--- config.mk ---
export PLATFORM = sky130hd
export DESIGN_NAME = fetch_unit
export DESIGN_NICKNAME = d
export VERILOG_FILES = /design/src/rtl/fetch_unit.sv
export SDC_FILE = /design/constraint.sdc
export NUM_CORES = 1
export LEC_CHECK = 0
export ABC_AREA = 1
export CAP_MARGIN = 25
export CORE_MARGIN = 2
export CORE_UTILIZATION = 47
export CTS_CLUSTER_DIAMETER = 150
export CTS_CLUSTER_SIZE = 25
export DETAILED_ROUTE_END_ITERATION = 7
export PLACE_DENSITY = 0.82
export SLEW_MARGIN = 40
export SYNTH_ARGS = -nofsm -noshare
export SYNTH_HDL_FRONTEND = slang
export SYNTH_SLANG_ARGS = --single-unit
--- constraint.sdc ---
create_clock -name clk -period 5.55 [get_ports clk]
set_clock_uncertainty 0.2 [all_clocks]
set_input_delay 1.3875 -clock clk [delete_from_list [all_inputs] [get_ports clk]]
set_output_delay 1.3875 -clock clk [all_outputs]
set_load 0.01 [all_outputs]
--- src/rtl/fetch_unit.sv ---
// Instruction-fetch stage: owns the PC, issues fixed-latency reads to instruction
// memory and presents each returned word to the control unit over valid/ready.
module fetch_unit #(
  parameter int                  PC_WIDTH    = 64,
  parameter logic [PC_WIDTH-1:0] RESET_PC    = '0,
  parameter int                  MEM_LATENCY = 1
) (
  input  logic                clk,
  input  logic                reset,
  output logic [PC_WIDTH-1:0] mem_addr,
  output logic                mem_rd,
  input  logic [31:0]         mem_rdata,
  output logic [31:0]         instr,
  output logic                instr_valid,
  input  logic                instr_ready,
  output logic [PC_WIDTH-1:0] pc,
  input  logic                redirect,
  input  logic [PC_WIDTH-1:0] redirect_pc,
  output logic                halted,
  output logic [31:0]         fetch_count,
  output logic [2:0]          state_dbg
);

  // Handshake: a transfer happens at a rising edge where instr_valid and
  // instr_ready are both high; instr/pc hold steady until then.
  typedef enum logic [2:0] {
    S_IDLE = 3'd0,
    S_REQ  = 3'd1,
    S_WAIT = 3'd2,
    S_HOLD = 3'd3,
    S_HALT = 3'd4
  } state_t;

  localparam logic [1:0] LAT_M1 = 2'(MEM_LATENCY - 1);

  state_t              state_q, state_d;
  logic [PC_WIDTH-1:0] pc_q, pc_d;
  logic [31:0]         instr_q, instr_d;
  logic [31:0]         count_q, count_d;
  logic [1:0]          lat_q, lat_d;
  logic                handshake;

  always_ff @(posedge clk) begin
    if (!reset) begin
      state_q <= S_IDLE;
      pc_q    <= RESET_PC;
      instr_q <= '0;
      count_q <= '0;
      lat_q   <= '0;
    end else begin
      state_q <= state_d;
      pc_q    <= pc_d;
      instr_q <= instr_d;
      count_q <= count_d;
      lat_q   <= lat_d;
    end
  end

  always_comb begin
    state_d   = state_q;
    pc_d      = pc_q;
    instr_d   = instr_q;
    count_d   = count_q;
    lat_d     = lat_q;
    handshake = (state_q == S_HOLD) && instr_ready;

    case (state_q)
      S_IDLE: state_d = S_REQ;
      S_REQ: begin
        state_d = S_WAIT;
        lat_d   = LAT_M1;
      end
      S_WAIT: begin
        if (lat_q == 2'd0) begin
          if (mem_rdata != 32'h0) begin
            instr_d = mem_rdata;
            state_d = S_HOLD;
          end else begin
            state_d = S_HALT;
          end
        end else begin
          lat_d = lat_q - 2'd1;
        end
      end
      S_HOLD: begin
        if (handshake) begin
          pc_d    = pc_q + PC_WIDTH'(4);
          state_d = S_REQ;
        end
      end
      S_HALT: state_d = S_HALT;
      default: state_d = S_IDLE;
    endcase

    if (handshake && (count_q != 32'hFFFF_FFFF)) begin
      count_d = count_q + 32'd1;
    end

    // Redirect wins over the normal flow; any word arriving this cycle is dropped.
    if (redirect && (state_q != S_HALT)) begin
      pc_d    = redirect_pc & ~PC_WIDTH'(3);
      instr_d = instr_q;
      state_d = S_REQ;
    end
  end

  assign mem_rd      = (state_q == S_REQ);
  assign mem_addr    = pc_q;
  assign instr       = instr_q;
  assign instr_valid = (state_q == S_HOLD);
  assign pc          = pc_q;
  assign halted      = (state_q == S_HALT);
  assign fetch_count = count_q;
  assign state_dbg   = state_q;

endmodule

# --- Word level (Yosys, flattened, before mapping) ---
# Index checks and enable logic that the tools add are counted.
classes:
  add_sub_neg: 3
  eq_ne: 11
  mux: 10
  n_bitwise: 2
  reduce_logical: 16
op_table:
  columns: ["op", "n"]
  rows:
  - ["2-to-1 mux 64 bit", 3]
  - ["adder 64 x 3 -> 64 bit, second input constant", 1]
  - ["adder 32 x 1 -> 32 bit, second input constant", 1]
  - ["!= test 32 bit, second input constant", 1]
  - ["nonzero test 32 bit", 1]
  - ["case mux 3 bit (5 select lines)", 1]
  - ["AND reduction 2 bit", 5]
  - ["2-to-1 mux 3 bit", 3]
  - ["equality test 3 x 2 -> 1 bit, second input constant", 2]
  - ["!= test 3 bit, second input constant", 2]
  - ["nonzero test 2 bit", 3]
  - ["!= test 2 bit, second input constant", 2]
  - ["case mux 2 bit (2 select lines)", 1]
  - ["AND reduction 4 bit", 1]
  - ["equality test 3 x 1 -> 1 bit, second input constant", 1]
  - ["equality test 3 bit, second input constant", 1]
  - ["logical AND 1 bit", 3]
  - ["zero test 3 bit", 1]
  - ["!= test 3 x 1 -> 1 bit, second input constant", 1]
  - ["zero test 2 bit", 1]
  - ["2-to-1 mux 2 bit", 1]
  - ["!= test 2 x 1 -> 1 bit, second input constant", 1]
  - ["NOT 1 bit", 2]
  - ["OR reduction 2 bit", 1]
  - ["2 further kinds", 2]
totals:
  regBits: 133
  in_bits: 100
  out_inout_bits: 198
  word_cells: 49

# --- Depth between registers and ports, before layout ---
logic_depth:
  word_depth: 5
  ltp_mapped: 12
  mapped_depth_nobuf: 11

# --- Least setup slack after synthesis ---
# Ideal clock, no wire load.
synth_timing:
  kind: "in2reg"
  startpoint: "in mem_rdata[29]"
  endpoint: "reg instr_q[27], in the netlist instr[27]"
  setup_time_ps: 71
  arrival_time_ps: 2420
  t_required_ps: 5279
  setup_slack_ps: 2860
  path_stages: 9
  cell_sequence: "nor2_1 nand2_1 nor2_1 nand2_1 nand3b_1 nand3_1 buf_4 nand2_1 a21oi_1"
synth_via:
  elab_chain_len: 2
synth_rtl:
  columns: ["item", "line", "source"]
  rows:
  - ["start: declaration", "12", "input logic [31:0] mem_rdata,"]
  - ["nonzero test 32 bit", "75", "if (mem_rdata != 32'h0) begin"]
  - ["AND reduction 4 bit (no source line)", null, null]
  - ["end signal: assignment", "53", "instr_q <= instr_d;"]
  - ["end: declaration", "38", "logic [31:0] instr_q, instr_d;"]
# No other way between the ends.
# A chain may end at the register's enable or synchronous reset.

# --- Worst setup path after layout ---
layout_timing:
  startpoint: "in instr_ready"
  endpoint: "reg pc_q[29], in the netlist mem_addr[29]"
layout_via:
  elab_chain_len: 3
layout_rtl:
  columns: ["item", "line", "source"]
  rows:
  - ["start: declaration", "15", "input logic instr_ready,"]
  - ["logical AND 1 bit", "65", "handshake = (state_q == S_HOLD) && instr_ready;"]
  - ["nonzero test 2 bit (no source line)", null, null]
  - ["AND reduction 2 bit (no source line)", null, null]
  - ["end signal: assignment", "52", "pc_q <= pc_d;"]
  - ["end: declaration", "37", "logic [PC_WIDTH-1:0] pc_q, pc_d;"]
# No other way between the ends.

==> run metrics <==
crit-path max FO=53; Netlist Area Pre-Place=0.009122 mm2; fin crit share=67.36%; Crit path required time=5720 ps; CTS Buffer Depth=2; CORE AREA=approximately 0.019 mm2; Worst VDD drop=roughly 0.00021 V; final wirelength=33.00 mm; Clock Sink Count=131; Yosys top cell by area=dfxtp_1; Iteration-0 DRC Markers=695; antenna violations before repair=0; clk slew on worst S/H paths=60 ps; clock latency on the worst-skew pair=430 ps; average cell area after synthesis=5.908 um2; Synth Flop Type=dfxtp_1; RSZ-0062 raised after global routing=false; GR Overflow Total=0; Setup crit start kind=primary input; Yosys cell types=39; routed len/inst=between 15 and 20 um; Crit-path slowest cell=clkdlybuf4s50_1; CTS Buf Count=17; post-route ant nets=0; fin. max-slew vios=0; final core utilization=65.16%; Vias/cell=5.351; setup TNS=0 ps; Final Hold Fails=0; drt first pass iters=6; Leak=4.569 nW; EDFF count, synth=0; Setup Buffers After CTS=0; Die Span Y=143.3 um; Mapped Cells=about 1500; DR vias=10800; vias in the first global route=10080; root buf cell=clkbuf_16; Pwr Density=about 210 mW/mm2; layout cells sized above 1=between 4 and 5%; # rows=50; final setup fails=0; part of the Yosys area used for sequential elements=28.75%; total number of H-tree levels=4; gr usage total=a little under a third; Die ar.=0.02054 mm2; Final nets=1848; Yosys top cell area share=28.75%; final period demand of the worst path=3739 ps; I/O Buffers=291; first-pass GRT wire length=~51 mm; P&R area growth vs syn=34.95%; final hold slack=around 260 ps; ys async rst share=0%; Worst setup EP type=register; Least-Margin Pin Slew=733.1 ps; dpl hpwl=24.07 mm; Worst Hold Class=register to register; Die Width=143.3 um; Remaining DRCs=0; WP data arrival=3910 ps; Yosys reg bits=131; TritonCTS clock tree=yes; post-cts resize count=0; GP Congestion=0.9441; largest net degree at the start of global routing=95; max cap viols=0; critical path, cell by cell=clkdlybuf4s50_1 > inv_1 > nor2_4 > buf_4 > inv_2 > nand2_2 > buf_4 > inv_4 > nor3_1 > nand3_1 > nand3_1 > nand2_1 > inv_1; status=completed; # IOs=between 200 and 300; Starting Density=48.28%; Crit path largest cell delay=~470 ps; kind of critical path=primary input to register; # diodes=0; CTS Hold Buffers Added=0; Synth warnings=0; slew margin rel.=51.13%; f_max=around 0.27 GHz; synth top area cells=dfxtp_1, nand2_1, nor2_1, inv_1, nand3_1
-- power breakdown --
part / switching [mW] / leakage [nW] / internal, mW / total [mW]
clock network: 0.502 / 0.290 / 0.678 / 1.18
registers: 0.0641 / 1.07 / 0.973 / 1.04
logic: 0.195 / 3.21 / 0.210 / 0.405
-- worst paths after layout --
kind | slack [ps] | depth (start not counted) | endpoint | from
max | 1810 | 13 | mem_addr[29] | instr_ready
min | 260 | 2 | instr[4] | instr[4]
max reg2reg | 2730 | 13 | mem_addr[29] | state_dbg[2]
min reg2reg | 260 | 2 | instr[4] | instr[4]
-- layout make-up --
class | instances | area (um2)
Timing Repair Buffer | 300 | 2997
Tap cell | 260 | 325.3
Inverter | 170 | 640.6
Clock inverter | 14 | 168.9
Sequential cell | 131 | 2623
Clock buffer | 18 | 429.2
Fill cell | 1798 | 6583
Multi-Input combinational cell | 1125 | 5127
-- state kept, by name (all words and copies together), names as in the netlist --
register / count
fetch_count: 32
instr: 32
lat_q: 2
state_dbg: 3
mem_addr: 62
-- logic make-up after synthesis --
family	after synthesis	share of synthesized area (%)
other	1	0.04111
AND/OR/NAND/NOR	912	42.48
flip-flops	131	28.75
buffers and inverters	291	15.31
adder cells (fa/ha/maj)	3	0.4115
AO/OA/AOI/OAI	188	11.29
XOR/XNOR	18	1.728
-- layout by cell type (no fill, tap or decap), types with 2 or more instances in the layout --
cell,netlist,layout
nor2_2,11,11
dfxtp_1,131,131
clkdlybuf4s50_1,0,291
nor2_4,4,4
inv_1,161,160
clkbuf_16,0,17
a21oi_1,89,89
inv_6,0,5
nand2_2,2,3
o211ai_1,12,12
clkinv_4,0,4
nor3_2,2,3
nand4_1,48,48
buf_4,73,7
a21boi_0,2,2
nor3_1,37,36
o21ai_0,59,59
nand3_1,120,119
xor2_1,11,11
nand3b_1,4,4
nand2_1,464,463
nor4_1,2,2
a31oi_1,13,13
ha_1,3,3
a211oi_1,4,4
bufinv_16,0,2
nand3_2,2,3
inv_8,0,2
conb_1,1,4
a21oi_2,4,4
nor2_1,211,211
o21bai_1,3,3
xnor2_1,7,7
inv_2,9,9
-- metrics by stage --
| stage | instances | power (mW) | setup slack, ps | instance area, um2 |
|---|---|---|---|---|
| 6_report | 2018 | 2.622 | 1811 | 12310 |
| 5_1_grt | 2018 | 2.707 | 1625 | 12310 |
| 4_1_cts | 2018 | 2.622 | 1881 | 12310 |
| 3_5_place_dp | 1986 | 1.458 | 1450 | 11710 |
| 3_3_place_gp | 1986 | 1.451 | 1262 | 11700 |
| 2_1_floorplan | 1547 | 1.249 | 2860 | 9134 |
-- per-layer routing --
metal | track usage, % | wire length [um] | vias up | part of all wire, %
li1 | - | - | 5296 | -
met2 | 54.17 | 15600 | 544 | 47
met5 | 0 | 0 | - | 0
met3 | 7.697 | 3232 | 91 | 9.8
met1 | 36.95 | 12650 | 4868 | 38
met4 | 15.38 | 1508 | 0 | 4.6
-- Yosys cell counts (2+ instances only) --
cell	number
buf_2	18
nand3b_1	4
xor2_1	11
inv_1	161
clkbuf_1	26
nand4_1	48
nand2_2	2
nor2_2	11
a21boi_0	2
nor3_2	2
a31oi_1	13
xnor2_1	7
nand3_1	120
o21bai_1	3
buf_1	3
nor4_1	2
o211ai_1	12
a21oi_2	4
nand2_1	464
nor2_1	211
nand3_2	2
a211oi_1	4
buf_4	73
nor3_1	37
a21oi_1	89
inv_2	9
nor2_4	4
o21ai_0	59
dfxtp_1	131
ha_1	3
-- worst max-delay path, delay by kind of cell --
kind | cells | cell delay, ps
buffers and inverters | 7 | 1850
and+or+nand+nor | 6 | 650
Note: power is estimated with default switching activity, not from simulation.
